$ cat config.mk
export PLATFORM = sky130hd
export DESIGN_NAME = pmos_header_switch_seq
export DESIGN_NICKNAME = d
export VERILOG_FILES = /design/src/rtl/pmos_pwr_pkg.sv /design/src/rtl/pmos_stage_timer.sv /design/src/rtl/pmos_header_switch_seq.sv
export SDC_FILE = /design/constraint.sdc
export NUM_CORES = 1
export LEC_CHECK = 0
export ABC_AREA = 1
export CAP_MARGIN = 20
export CORE_ASPECT_RATIO = 1.2
export CORE_MARGIN = 3
export CORE_UTILIZATION = 30
export CTS_CLUSTER_DIAMETER = 100
export CTS_CLUSTER_SIZE = 28
export DETAILED_ROUTE_END_ITERATION = 8
export DONT_BUFFER_PORTS = 1
export GPL_TIMING_DRIVEN = 0
export PLACE_DENSITY_LB_ADDON = 0.1
export SETUP_SLACK_MARGIN = 0.5
export SLEW_MARGIN = 20
export SYNTH_ARGS = -nofsm -noshare
export SYNTH_HDL_FRONTEND = slang
export SYNTH_SLANG_ARGS = --single-unit
$ cat constraint.sdc
create_clock -name clk -period 2.5 [get_ports clk]
set_clock_uncertainty 0.1 [all_clocks]
set_input_delay 0.25 -clock clk [delete_from_list [all_inputs] [get_ports clk]]
set_output_delay 0.25 -clock clk [all_outputs]
set_load 0.02 [all_outputs]
$ cat src/rtl/pmos_pwr_pkg.sv
`default_nettype none
// ============================================================================
// Module  : pmos_pwr_pkg
// Brief   : State encoding and sizing helper for the PMOS header sequencer.
// Revision: 1.0  initial release
// ============================================================================
package pmos_pwr_pkg;

    localparam logic [2:0] ST_OFF       = 3'd0;
    localparam logic [2:0] ST_RAMP_UP   = 3'd1;
    localparam logic [2:0] ST_SETTLE    = 3'd2;
    localparam logic [2:0] ST_ON        = 3'd3;
    localparam logic [2:0] ST_ISO       = 3'd4;
    localparam logic [2:0] ST_RAMP_DOWN = 3'd5;

    // Bits needed to hold values 0..n inclusive, never less than one.
    function automatic int cnt_width(input int n);
        return (n < 1) ? 1 : $clog2(n + 1);
    endfunction

endpackage
`default_nettype wire

$ cat src/rtl/pmos_stage_timer.sv
`default_nettype none
// ============================================================================
// Module  : pmos_stage_timer
// Brief   : Cycle timer shared by the ramp, settle and isolation phases.
// Revision: 1.0  initial release
// ============================================================================
module pmos_stage_timer
    import pmos_pwr_pkg::*;
#(
    parameter int MAX = 3
) (
    input  logic                      clk,
    input  logic                      rst,
    input  logic                      clr,
    input  logic                      en,
    input  logic [cnt_width(MAX)-1:0] len,
    output logic                      done
);

    localparam int c_W = cnt_width(MAX);

    logic [c_W-1:0] r_cnt;

    // done marks the len-th enabled cycle; the counter wraps on that same edge.
    assign done = (r_cnt == len - c_W'(1));

    always_ff @(posedge clk) begin
        if (rst || clr) begin
            r_cnt <= '0;
        end else if (en) begin
            if (done) begin
                r_cnt <= '0;
            end else begin
                r_cnt <= r_cnt + c_W'(1);
            end
        end
    end

endmodule
`default_nettype wire

$ cat src/rtl/pmos_header_switch_seq.sv
`default_nettype none
// ============================================================================
// Module  : pmos_header_switch_seq
// Brief   : Staggered on/off sequencer for a bank of PMOS header switches.
// Revision: 1.0  initial release
// ============================================================================
module pmos_header_switch_seq
    import pmos_pwr_pkg::*;
#(
    parameter int NUM_SW     = 4,
    parameter int STAGE_DLY  = 2,
    parameter int SETTLE_CYC = 3,
    parameter int ISO_SETUP  = 1
) (
    input  logic                          clk,
    input  logic                          rst,
    input  logic                          pwr_req,
    output logic                          pwr_ack,
    output logic                          iso_en,
    output logic                          busy,
    output logic [NUM_SW-1:0]             sw_gate_n,
    output logic [$clog2(NUM_SW+1)-1:0]   sw_on_cnt
);

    localparam int c_CW   = cnt_width(NUM_SW);
    localparam int c_TMAX = (STAGE_DLY > SETTLE_CYC)
                          ? ((STAGE_DLY  > ISO_SETUP) ? STAGE_DLY  : ISO_SETUP)
                          : ((SETTLE_CYC > ISO_SETUP) ? SETTLE_CYC : ISO_SETUP);
    localparam int c_TW   = cnt_width(c_TMAX);

    localparam logic [c_TW-1:0] c_LEN_STAGE  = c_TW'(STAGE_DLY);
    localparam logic [c_TW-1:0] c_LEN_SETTLE = c_TW'(SETTLE_CYC);
    localparam logic [c_TW-1:0] c_LEN_ISO    = c_TW'(ISO_SETUP);

    logic [2:0]       r_state;
    logic [2:0]       w_state_nxt;
    logic [c_CW-1:0]  w_cnt_nxt;
    logic             w_tmr_clr;
    logic             w_tmr_en;
    logic             w_tmr_done;
    logic [c_TW-1:0]  w_tmr_len;

    // Thermometer gate pattern: switch i conducts (gate low) when i < n.
    function automatic logic [NUM_SW-1:0] therm_gate_n(input logic [c_CW-1:0] n);
        logic [NUM_SW-1:0] g;
        for (int i = 0; i < NUM_SW; i++) begin
            g[i] = !(i < int'(n));
        end
        return g;
    endfunction

    assign w_tmr_len = (r_state == ST_SETTLE) ? c_LEN_SETTLE :
                       (r_state == ST_ISO)    ? c_LEN_ISO    : c_LEN_STAGE;

    pmos_stage_timer #(
        .MAX (c_TMAX)
    ) u_timer (
        .clk  (clk),
        .rst  (rst),
        .clr  (w_tmr_clr),
        .en   (w_tmr_en),
        .len  (w_tmr_len),
        .done (w_tmr_done)
    );

    always_comb begin
        w_state_nxt = r_state;
        w_cnt_nxt   = sw_on_cnt;
        w_tmr_clr   = 1'b0;
        w_tmr_en    = 1'b0;
        case (r_state)
            ST_OFF: begin
                w_tmr_clr = 1'b1;
                if (pwr_req) begin
                    w_state_nxt = ST_RAMP_UP;
                    w_cnt_nxt   = c_CW'(1);
                end
            end
            ST_RAMP_UP: begin
                if (!pwr_req) begin
                    w_state_nxt = ST_RAMP_DOWN;
                    w_tmr_clr   = 1'b1;
                end else begin
                    w_tmr_en = 1'b1;
                    if (w_tmr_done) begin
                        if (sw_on_cnt == c_CW'(NUM_SW)) begin
                            w_state_nxt = ST_SETTLE;
                        end else begin
                            w_cnt_nxt = sw_on_cnt + c_CW'(1);
                        end
                    end
                end
            end
            ST_SETTLE: begin
                if (!pwr_req) begin
                    w_state_nxt = ST_RAMP_DOWN;
                    w_tmr_clr   = 1'b1;
                end else begin
                    w_tmr_en = 1'b1;
                    if (w_tmr_done) begin
                        w_state_nxt = ST_ON;
                    end
                end
            end
            ST_ON: begin
                w_tmr_clr = 1'b1;
                if (!pwr_req) begin
                    w_state_nxt = ST_ISO;
                end
            end
            ST_ISO: begin
                // Isolation setup always runs to completion.
                w_tmr_en = 1'b1;
                if (w_tmr_done) begin
                    w_state_nxt = ST_RAMP_DOWN;
                end
            end
            ST_RAMP_DOWN: begin
                if (pwr_req) begin
                    w_state_nxt = ST_RAMP_UP;
                    w_tmr_clr   = 1'b1;
                end else begin
                    w_tmr_en = 1'b1;
                    if (w_tmr_done) begin
                        w_cnt_nxt = sw_on_cnt - c_CW'(1);
                        if (sw_on_cnt == c_CW'(1)) begin
                            w_state_nxt = ST_OFF;
                        end
                    end
                end
            end
            default: begin
                w_state_nxt = ST_OFF;
                w_cnt_nxt   = '0;
                w_tmr_clr   = 1'b1;
            end
        endcase
    end

    always_ff @(posedge clk) begin
        if (rst) begin
            r_state   <= ST_OFF;
            sw_on_cnt <= '0;
            sw_gate_n <= '1;
            iso_en    <= 1'b1;
            pwr_ack   <= 1'b0;
            busy      <= 1'b0;
        end else begin
            r_state   <= w_state_nxt;
            sw_on_cnt <= w_cnt_nxt;
            sw_gate_n <= therm_gate_n(w_cnt_nxt);
            pwr_ack   <= (w_state_nxt == ST_ON);
            iso_en    <= (w_state_nxt != ST_ON);
            busy      <= (w_state_nxt != ST_ON) && (w_state_nxt != ST_OFF);
        end
    end

endmodule
`default_nettype wire

# [After elaboration in Yosys (flattened, before gate mapping)]
# Cells that the tools add are included.
[classes] n_addsub=4 magnitude_cmp=4 eq_ne=10 mux=26 reduce_logical=10
[ops] operator="2-to-1 mux 3 bit" n=17
[ops] operator="one-hot mux 3 bit (6 select lines)" n=1
[ops] operator="one-hot mux 3 bit (4 select lines)" n=1
[ops] operator="equality test 3 x 2 -> 1 bit, second input constant" n=3
[ops] operator="equality test 3 bit, second input constant" n=3
[ops] operator="equality test 3 x 1 -> 1 bit, second input constant" n=2
[ops] operator="< comparator 1 x 3 -> 1 bit, first input constant" n=2
[ops] operator="< comparator 2 x 3 -> 1 bit, first input constant" n=2
[ops] operator="2-to-1 mux 2 bit" n=3
[ops] operator="one-hot mux 1 bit (3 select lines)" n=2
[ops] operator="zero test 1 bit" n=4
[ops] operator="adder 3 x 1 -> 3 bit, second input constant" n=1
[ops] operator="zero test 3 bit" n=1
[ops] operator="inequality test 3 x 2 -> 1 bit, second input constant" n=1
[ops] operator="nonzero test 3 bit" n=1
[ops] operator="OR reduction 3 bit" n=1
[ops] operator="subtractor 3 x 1 -> 3 bit, second input constant" n=1
[ops] operator="adder 2 x 1 -> 2 bit, second input constant" n=1
[ops] operator="equality test 2 bit" n=1
[ops] operator="2-to-1 mux 1 bit" n=2
[ops] operator="OR reduction 2 bit" n=1
[ops] operator="subtractor 2 x 1 -> 2 bit, second input constant" n=1
[ops] operator="logical AND 1 bit" n=1
[ops] operator="logical OR 1 bit" n=1
[totals] ff_bits=15 inputBits=3 out_inout_bits=10 elab_cells=61

# [Depth between registers and ports, before layout]
# Gate-level depths: netlist of the first run.
[depth] word_depth=10 depth_mapped=14 depth_no_buf=14

# [Modules after synthesis]
# A second synthesis of the first run with hierarchy kept.
[hier_totals] hier_cells=170 hier_area_um2=1093.5
[by_module_without_submodules] mod="pmos_header_switch_seq" instances=1 cells_per_inst=145 area_per_inst_um2=943.4 seq_area_each_um2=260.2
[by_module_without_submodules] mod="pmos_stage_timer" instances=1 cells_per_inst=25 area_per_inst_um2=150.1 seq_area_each_um2=40.0

# [Least setup slack after synthesis of the first run]
# Ideal clock, no wire load.
[synth_timing] path_kind="register to register" start="register sw_on_cnt[0]" end="register sw_gate_n[2]" setup_ns=0.112 t_arrival_ns=1.426 t_required_ns=2.288 setup_slack_ns=0.862 stages_incl_launch_ff=12 path_buffers=0 synth_period_minus_slack_ns=1.638 cell_sequence="dfxtp_1 inv_1 ha_1 xnor2_1 nand3_1 nand2_1 nand2_1 nand3_1 nand3_1 nand2_2 inv_2 nor2_1"
[synth_between] elab_chain_len=7 elab_cells_between_ends=12 classes_between="add/sub (2); order compare (1); eq/ne (1); mux (7); reduce/logical (1)"
[synth_rtl] element="start, declared" line="pmos_header_switch_seq.sv:22" text="output logic [$clog2(NUM_SW+1)-1:0] sw_on_cnt"
[synth_rtl] element="start signal, assigned" line="pmos_header_switch_seq.sv:150" text="sw_on_cnt <= w_cnt_nxt;"
[synth_rtl] element="adder 3 x 1 -> 3 bit or equality test 3 bit (tied branches)" line="pmos_header_switch_seq.sv:89, pmos_header_switch_seq.sv:86"
[synth_rtl] element="2-to-1 mux 3 bit" line="pmos_header_switch_seq.sv:86" text="if (sw_on_cnt == c_CW'(NUM_SW)) begin"
[synth_rtl] element="2-to-1 mux 3 bit" line="pmos_header_switch_seq.sv:85" text="if (w_tmr_done) begin"
[synth_rtl] element="2-to-1 mux 3 bit" line="pmos_header_switch_seq.sv:80" text="if (!pwr_req) begin"
[synth_rtl] element="one-hot mux 3 bit (4 select lines) (*)" line="pmos_header_switch_seq.sv:71" text="case (r_state)"
[synth_rtl] element="< comparator 2 x 3 -> 1 bit (*)" line="pmos_header_switch_seq.sv:47" text="g[i] = !(i < int'(n));"
[synth_rtl] element="zero test 1 bit (*)" line="pmos_header_switch_seq.sv:47"
[synth_rtl] element="end signal, assigned" line="pmos_header_switch_seq.sv:151" text="sw_gate_n <= therm_gate_n(w_cnt_nxt);"
[synth_rtl] element="end, declared" line="pmos_header_switch_seq.sv:21" text="output logic [NUM_SW-1:0] sw_gate_n,"
# Every way passes the cells marked *; elsewhere a longest branch is shown, timed or not.
# A chain may end at the register's enable or synchronous reset.

# [Final worst setup path of the first run]
[layout_timing] start="register sw_on_cnt[0]" end="register sw_gate_n[0]"
[layout_between] elab_chain_len=7 elab_cells_between_ends=12 classes_between="add/sub (2); order compare (1); eq/ne (1); mux (7); reduce/logical (1)"
[layout_rtl] element="adder 3 x 1 -> 3 bit or equality test 3 bit (tied branches)" line="pmos_header_switch_seq.sv:89, pmos_header_switch_seq.sv:86"
[layout_rtl] element="2-to-1 mux 3 bit" line="pmos_header_switch_seq.sv:86"
[layout_rtl] element="2-to-1 mux 3 bit" line="pmos_header_switch_seq.sv:85"
[layout_rtl] element="2-to-1 mux 3 bit" line="pmos_header_switch_seq.sv:80"
[layout_rtl] element="one-hot mux 3 bit (4 select lines) (*)" line="pmos_header_switch_seq.sv:71"
[layout_rtl] element="< comparator 1 x 3 -> 1 bit (*)" line="pmos_header_switch_seq.sv:47"
[layout_rtl] element="zero test 1 bit (*)" line="pmos_header_switch_seq.sv:47"
# Marked as above.

==> results of run 1 <==
[state kept, by name (all words and copies together) (netlist names)]
| signal | count |
|---|---|
| busy | 1 |
| iso_en | 1 |
| pwr_ack | 1 |
| r_state | 3 |
| sw_gate_n | 4 |
| sw_on_cnt | 3 |
| u_timer.r_cnt | 2 |
[worst register-to-register path, cell delays in order (launching register included)]
cell	delay, ns
dfxtp_1	0.53
inv_1	0.17
ha_1	0.24
xnor2_1	0.14
nand3_1	0.09
nand2_1	0.07
nand2_1	0.04
nand3_1	0.06
nand3_1	0.12
nor2_1	0.12
nand2_1	0.06
nand2_1	0.05
[cell type report]
type / count / area, µm² / area share, %
buffer: 1 / 3.75 / 0.361
clock buffer: 4 / 26.3 / 2.53
inverter: 21 / 78.8 / 7.59
multi-input combinational: 105 / 561 / 54.0
sequential: 15 / 309 / 29.8
tap: 34 / 42.5 / 4.10
timing repair buffer: 2 / 17.5 / 1.69
[cells by family (layout without fill, tap and decap cells)]
group | count (synthesis) | count (layout)
flops | 15 | 15
compound gates | 13 | 13
simple gates | 86 | 86
xor+xnor | 2 | 2
fa+ha+maj | 4 | 4
buf+inv | 22 | 28
[per-layer routing]
metal | GRT usage, % | wire, µm | vias to the layer above
li1 | - | - | 465
met5 | 0 | 0 | -
met2 | 22.3 | 1060 | 15
met1 | 15.7 | 1060 | 385
met3 | 0.775 | 48 | 7
met4 | 6.09 | 55 | 0
[worst max-delay path by stage]
stage                                 start                       to  slack (ns)
global route          r_state[1]$_SDFF_PP0_          busy$_SDFF_PP0_        0.50
CTS                   r_state[2]$_SDFF_PP0_  sw_gate_n[2]$_SDFF_PP1_        0.50
finish              sw_on_cnt[0]$_SDFF_PP0_  sw_gate_n[0]$_SDFF_PP1_        0.66
floorplan           sw_on_cnt[0]$_SDFF_PP0_  sw_gate_n[2]$_SDFF_PP1_        0.86
global placement      r_state[2]$_SDFF_PP0_  sw_gate_n[2]$_SDFF_PP1_        0.50
detailed placement    r_state[2]$_SDFF_PP0_  sw_gate_n[2]$_SDFF_PP1_        0.54
[cells in the final DEF (no fill, tap or decap), drive strengths merged]
| master | count |
|---|---|
| ha | 4 |
| nor3 | 1 |
| a21oi | 4 |
| nand2 | 42 |
| o21bai | 1 |
| buf | 1 |
| nand4 | 3 |
| o2111ai | 1 |
| dfxtp | 15 |
| inv | 21 |
| dlygate4sd3 | 1 |
| nand3 | 19 |
| clkbuf | 5 |
| nor2 | 20 |
| xor2 | 1 |
| or2 | 1 |
| xnor2 | 1 |
| o21ai | 4 |
| a31oi | 2 |
| a2111oi | 1 |
[what timing repair did]
| item | 4_1_cts | 5_1_grt |
|---|---|---|
| endpoints found under the hold margin | 7 | 0 |
| hold buffers | 1 | 0 |
| setup buffers | 0 | 1 |
| setup endpoints to repair | 0 | 8 |
| resized for setup | 0 | 8 |
[power groups by stage]
stage          clock network, W  logic [W]  registers [W]
6_report               0.000130   0.000393       0.000357
5_1_grt                0.000144   0.000451       0.000364
4_1_cts                0.000135   0.000375       0.000351
3_5_place_dp                  0   0.000369       0.000356
3_3_place_gp                  0   0.000368       0.000357
2_1_floorplan                 0   0.000296       0.000344
[metrics by stage]
step                instance area [µm²]  cells  power (W)
CTS                                1010    181   0.000861
global route                       1040    182   0.000959
floorplan                           928    142   0.000640
global placement                    971    176   0.000725
finish                             1040    182   0.000880
detailed placement                  971    176   0.000724
==> metrics.md, run 1 <==
| Metric | Value |
|---|---|
| Hold_ws | 0.0653 ns |
| Max FO, Critical Path | 5 |
| Post-Synth XOR/XNOR Area | under 10% |
| Slowest-stage cell, CP | dfxtp_1 |
| CTS max path bufs | 2 |
| Synth Area in Simple Gates | 43.1% |
| Int Power | 0.000480 W |
| Worst hold path startpoint | rst |
| Post-Syn Area | 928 µm² |
| Pwr dens | ~850 mW/mm² |
| Core area | 0.00286 mm² |
| Final core area utilization | 36.3% |
| Status | complete, no violations |
| Worst path buffer plus inverter count | 1 |
| Synth top area share | approximately a third |
| Via/cell ratio | 4.79 |
| Crit-path cells | inv_1 > ha_1 > xnor2_1 > nand3_1 > nand2_1 > nand2_1 > nand3_1 > nand3_1 > nor2_1 > nand2_1 > nand2_1 |
| Number of different library cells in the post-synthesis netlist | 25 |
| Routed wire length | 2230 µm |
| Placer Congestion | between 0.8 and 0.9 |
| Remaining DRCs | 0 |
| Hold Fails Final Rpt | 0 |
| Reg2reg end | sw_gate_n[0]$_SDFF_PP1_ |
| Worst Hold Path EP | sw_gate_n[0]$_SDFF_PP1_ |
| # rows | 21 |
| Min cycle time layout | 1.84 ns |
| Fin crit share | 73.4% |
| Post-synth EDFFs | 0 |
| Largest net degree at the start of global routing | 11 |
| Area Overhead vs Synth | 11.9% |
| CP top delay family | simple AND/OR/NAND/NOR gates |
| Antenna violations before repair | 0 |
| Post-synthesis mux area share | 0% |
| R2R depth | 11 |
| H-tree Lvls | 1 |
| Least-Margin Pin Slew | a little over 0.5 ns |
| Setup CP Type | register to register |
| Setup-failing EPs final | 0 |
| Reg-to-reg setup timing slack | about 0.66 ns |
| Fillcell total | roughly 320 |
| Sink Count | 15 |
| Share of cells above drive strength 1 | 18.2% |
| Min-delay worst type | primary input to register |
| Worst setup SP type | register |
| Initial core utilization | 32.4% |
| Max Fclk | 0.545 GHz |
| Flop pwr share | 40.6% |
| Setup TNS | 0 ns |
| Num ports | 13 |
| Most instantiated cells after synthesis | 38 x nand2_1, 17 x nand3_1, 15 x dfxtp_1, 15 x nor2_1, 14 x inv_1 |
| Mapped Cells | roughly 140 |
| Combinational share of power | 44.6% |
| Clock power frac | around 15% |
| Synth Area in Adders | under 10% |
| P_sw | 0.000400 W |
| Iteration count of the initial detailed-routing pass | 4 |
| Width of the die | 56.8 µm |
| CTS tree | done |
| Port bufs | 0 |
| Setup WS post-layout | 0.664 ns |
| Global Route Usage Sum | 12.7% |
| Main combinational cell family by area after synthesis | simple AND/OR/NAND/NOR gates |
| Largest area contributor in the synthesized netlist | dfxtp_1 |
| Count leader, synth | nand2_1 |
| Leakage | ~0.48 nW |
| Most common cell on crit path | nand2_1 |
| Total CTS buffers | 3 |
| DP HPWL | 1740 µm |
| Slew headroom | 66.0% |
| Main synth FF type | dfxtp_1 |
| Mean Syn Cell Area | approximately 6.5 µm² |
| Synth Net Count | 149 |
| Critical Path RT | between 2 and 3 ns |
| Worst path depth | 11 |
| Vias in the first global route | 866 |
| Worst skew pair latency | 0.27 ns |
| Final Max Tran Viols | 0 |
| Crit. End Element | register |
| Pre-CTS setup slack | roughly 0.54 ns |
| Clock slew at reported path FFs | approximately 0.08 ns |
| Initial DRC count | 30 |
| Critical R2R Launch | sw_on_cnt[0]$_SDFF_PP0_ |
| Register bit count reported by yosys | 15 |
| Sequential-to-total area share from yosys stat | approximately 32% |
| Synth warnings | 0 |
| Clock root buffer | clkbuf_4 |
| Async SR Flop Fraction | 0% |
| First-pass GRT wire length | approximately 3800 µm |
| Antenna cells | 0 |
| Top post-synthesis cells by area | dfxtp_1 32%, nand2_1 15%, nand3_1 9.2%, nor2_1 6.1%, inv_1 5.7% |
| WHS Path Cells | 2 |
| Drt wl/cell | 12.2 µm |
| Worst IR Drop VDD | 0.000493 V |
| Post-synthesis compound-gate area fraction | 8.36% |
| Arrival @ worst endpoint | 1.95 ns |
| Crit-path max cell delay | 0.53 ns |
| Max-cap violation count | 0 |
| DRT antenna net count | 0 |
| GRT overflow | 0 |
| RSZ-0062 raised after global routing | false |
| Die ar. | 0.00380 mm² |
| Final #Nets | between 150 and 200 |
| Die height | 66.9 µm |
| Sw Ratio | between 40% and 50% |
| Via count | 872 |
(Power assumes the default switching activity.)
==> run 2, diff against run 1 <==
- clock period: 2.5 -> 1.7 ns (I/O delays scaled with it)
==> run 2 against run 1 <==
The flow now finishes with violations (hold timing). First-iteration DRC count fell by 50%. Sequential share of layout area down 3.8 points. Cell count is 4.4% higher. Design area grew 17%. Combinational power is 91% higher. Highest routed layer unchanged.
==> metrics.md, run 2 (synthesis results as in run 1) <==
| Metric | Value |
|---|---|
| Status | complete, but fails checks |
| Failing checks | hold timing |
| Max-cap violation count | 0 |
| Critical R2R Launch | r_state[1]$_SDFF_PP0_ |
| Remaining DRCs | 0 |
| Slew headroom | between 60% and 70% |
| Reg2reg end | sw_gate_n[2]$_SDFF_PP1_ |
| Crit-path max cell delay | 0.38 ns |
| First-pass GRT wire length | 4220 µm |
| Hold_ws | -0.161 ns |
| Int Power | between 0.0008 and 0.0009 W |
| Final Max Tran Viols | 0 |
| Max reg flops | 4 |
| WHS Path Cells | 1 |
| Placer Congestion | 0.838 |
| Via/cell ratio | 4.83 |
| Clock slew at reported path FFs | around 0.08 ns |
| Setup CP Type | register to register |
| Antenna cells | 0 |
| Largest net degree at the start of global routing | 11 |
| Width of the die | 56.8 µm |
| Hold Fails Final Rpt | 7 |
| Reg-to-reg setup timing slack | around 0.045 ns |
| Leakage | 0.553 nW |
| Hold_buf cts | 2 |
| Critical Path RT | 1.78 ns |
| Clock root buffer | clkbuf_4 |
| CTS tree | done |
| Pwr dens | 1220 mW/mm² |
| Most common cell after layout, fill and taps aside | nand2_1 |
| Crit. End Element | register |
| H-tree Lvls | 1 |
| GRT overflow | 0 |
| Most flops, register | sw_gate_n |
| Final core area utilization | 42.5% |
| Clock power frac | 13.3% |
| Crit-path cells | nor2_4 > nand2_2 > nand2_2 > nand2_2 > nand2_4 > nand2_4 > nand2_1 > nand2_1 > nand2_1 > nand3_2 > nand3_2 > nand2_2 > inv_2 > nor2_1 |
| Initial DRC count | 15 |
| Slowest-stage cell, CP | dfxtp_4 |
| Iteration count of the initial detailed-routing pass | 4 |
| Flop pwr share | 36.2% |
| Combinational share of power | between 50 and 60% |
| Most common cell on crit path | nand2_2 |
| Largest regs | sw_gate_n: 4 flops, r_state: 3 flops, sw_on_cnt: 3 flops |
| DRT antenna net count | 0 |
| Die height | ~67 µm |
| Sink Count | 15 |
| CP top delay family | simple AND/OR/NAND/NOR gates |
| CTS max path bufs | 2 |
| Via count | 918 |
| Arrival @ worst endpoint | 1.74 ns |
| Worst path buffer plus inverter count | 1 |
| Worst hold path startpoint | rst |
| Die ar. | 0.00380 mm² |
| Worst IR Drop VDD | just over 0.0006 V |
| Share of cells above drive strength 1 | 35.9% |
| Core area | 0.00286 mm² |
| Min-delay worst type | primary input to register |
| Final #Nets | between 150 and 200 |
| Sw Ratio | 45.1% |
| Tot Pwr | 0.00149 W |
| P_sw | approximately 0.00067 W |
| Area Overhead vs Synth | 31.1% |
| Global Route Usage Sum | 14.1% |
| Least-Margin Pin Slew | 0.545 ns |
| Vias in the first global route | slightly below 1000 |
| Setup-failing EPs final | 0 |
| Initial core utilization | 32.4% |
| Drt wl/cell | 12.3 µm |
| RSZ-0062 raised after global routing | true |
| # rows | 21 |
| Total CTS buffers | 3 |
| Antenna violations before repair | 0 |
| R2R depth | 14 |
| Worst Hold Path EP | sw_on_cnt[0]$_SDFF_PP0_ |
| Port bufs | 0 |
| Fin crit share | 97.3% |
| Num ports | 13 |
| Max Fclk | about 0.60 GHz |
| Worst skew pair latency | 0.28 ns |
| DP HPWL | 1750 µm |
| Routed wire length | between 2000 and 2500 µm |
| Worst setup SP type | register |
| Commonest non-fill, non-tap cells in the layout | 29 x nand2_1, 14 x inv_1, 13 x nor2_1 |
| Min cycle time layout | 1.65 ns |
| Max FO, Critical Path | 5 |
run 2: cell count changes in the layout (fill, tap and decap cells not counted), moves of 3 or more:
cell | before | now
nand2_1 | 38 | 29
nand2_2 | 3 | 10
nand3_1 | 16 | 9
buf_4 | 1 | 7
nand3_2 | 3 | 9
inv_2 | 7 | 4
run 2: metrics by stage:
stage | std cells | cell area, µm² | TNS [ns] | hold slack [ns] | setup WS (ns)
2_1_floorplan | 142 | 965 | 0 | 0.129 | 0.175
3_3_place_gp | 176 | 1010 | -0.0960 | 0.134 | -0.0832
3_5_place_dp | 176 | 1010 | -0.160 | 0.135 | -0.0913
4_1_cts | 188 | 1180 | 0 | -0.166 | 0.0351
5_1_grt | 190 | 1220 | -0.696 | -0.175 | -0.123
6_report | 190 | 1220 | 0 | -0.161 | 0.0455
run 2: how the worst max path moves through the flow:
stage          cells past startpoint                  start  slack, ns                 endpoint
2_1_floorplan                     12  r_state[0]$_SDFF_PP0_       0.17  sw_gate_n[2]$_SDFF_PP1_
3_3_place_gp                      12  r_state[2]$_SDFF_PP0_      -0.08          busy$_SDFF_PP0_
3_5_place_dp                      13  r_state[0]$_SDFF_PP0_      -0.09          busy$_SDFF_PP0_
4_1_cts                            9  r_state[2]$_SDFF_PP0_       0.04  sw_gate_n[2]$_SDFF_PP1_
5_1_grt                           12  r_state[0]$_SDFF_PP0_      -0.12          busy$_SDFF_PP0_
6_report                          14  r_state[1]$_SDFF_PP0_       0.05  sw_gate_n[2]$_SDFF_PP1_
run 2: routing by layer:
metal	part of all wire [%]	GRT usage (%)	vias to the layer above
met3	1.3	1.94	4
met2	54	27.2	12
met4	1.5	6.67	0
met1	43	14.9	419
met5	0	0	-
li1	-	-	483
run 2: timing repair:
action                                 CTS  global route
resized for setup                       23             6
pin swaps                               10             3
setup buffers                            6             2
setup endpoints to repair               15            15
endpoints found under the hold margin    9             7
run 2: power by group through the flow:
| stage | combinational (W) | clock [W] | sequential (W) |
|---|---|---|---|
| floorplan | 0.000455 | 0 | 0.000516 |
| global placement | 0.000561 | 0 | 0.000536 |
| detailed placement | 0.000559 | 0 | 0.000533 |
| CTS | 0.000705 | 0.000204 | 0.000536 |
| global route | 0.000852 | 0.000216 | 0.000548 |
| finish | 0.000750 | 0.000198 | 0.000538 |
run 2: final cells by class:
type	count	area (µm²)
sequential	15	317
clock buffer	4	26.3
tap	34	42.5
inverter	21	88.8
timing repair buffer	10	83.8
multi-input combinational	105	656
buffer	1	3.75
fill	299	1650
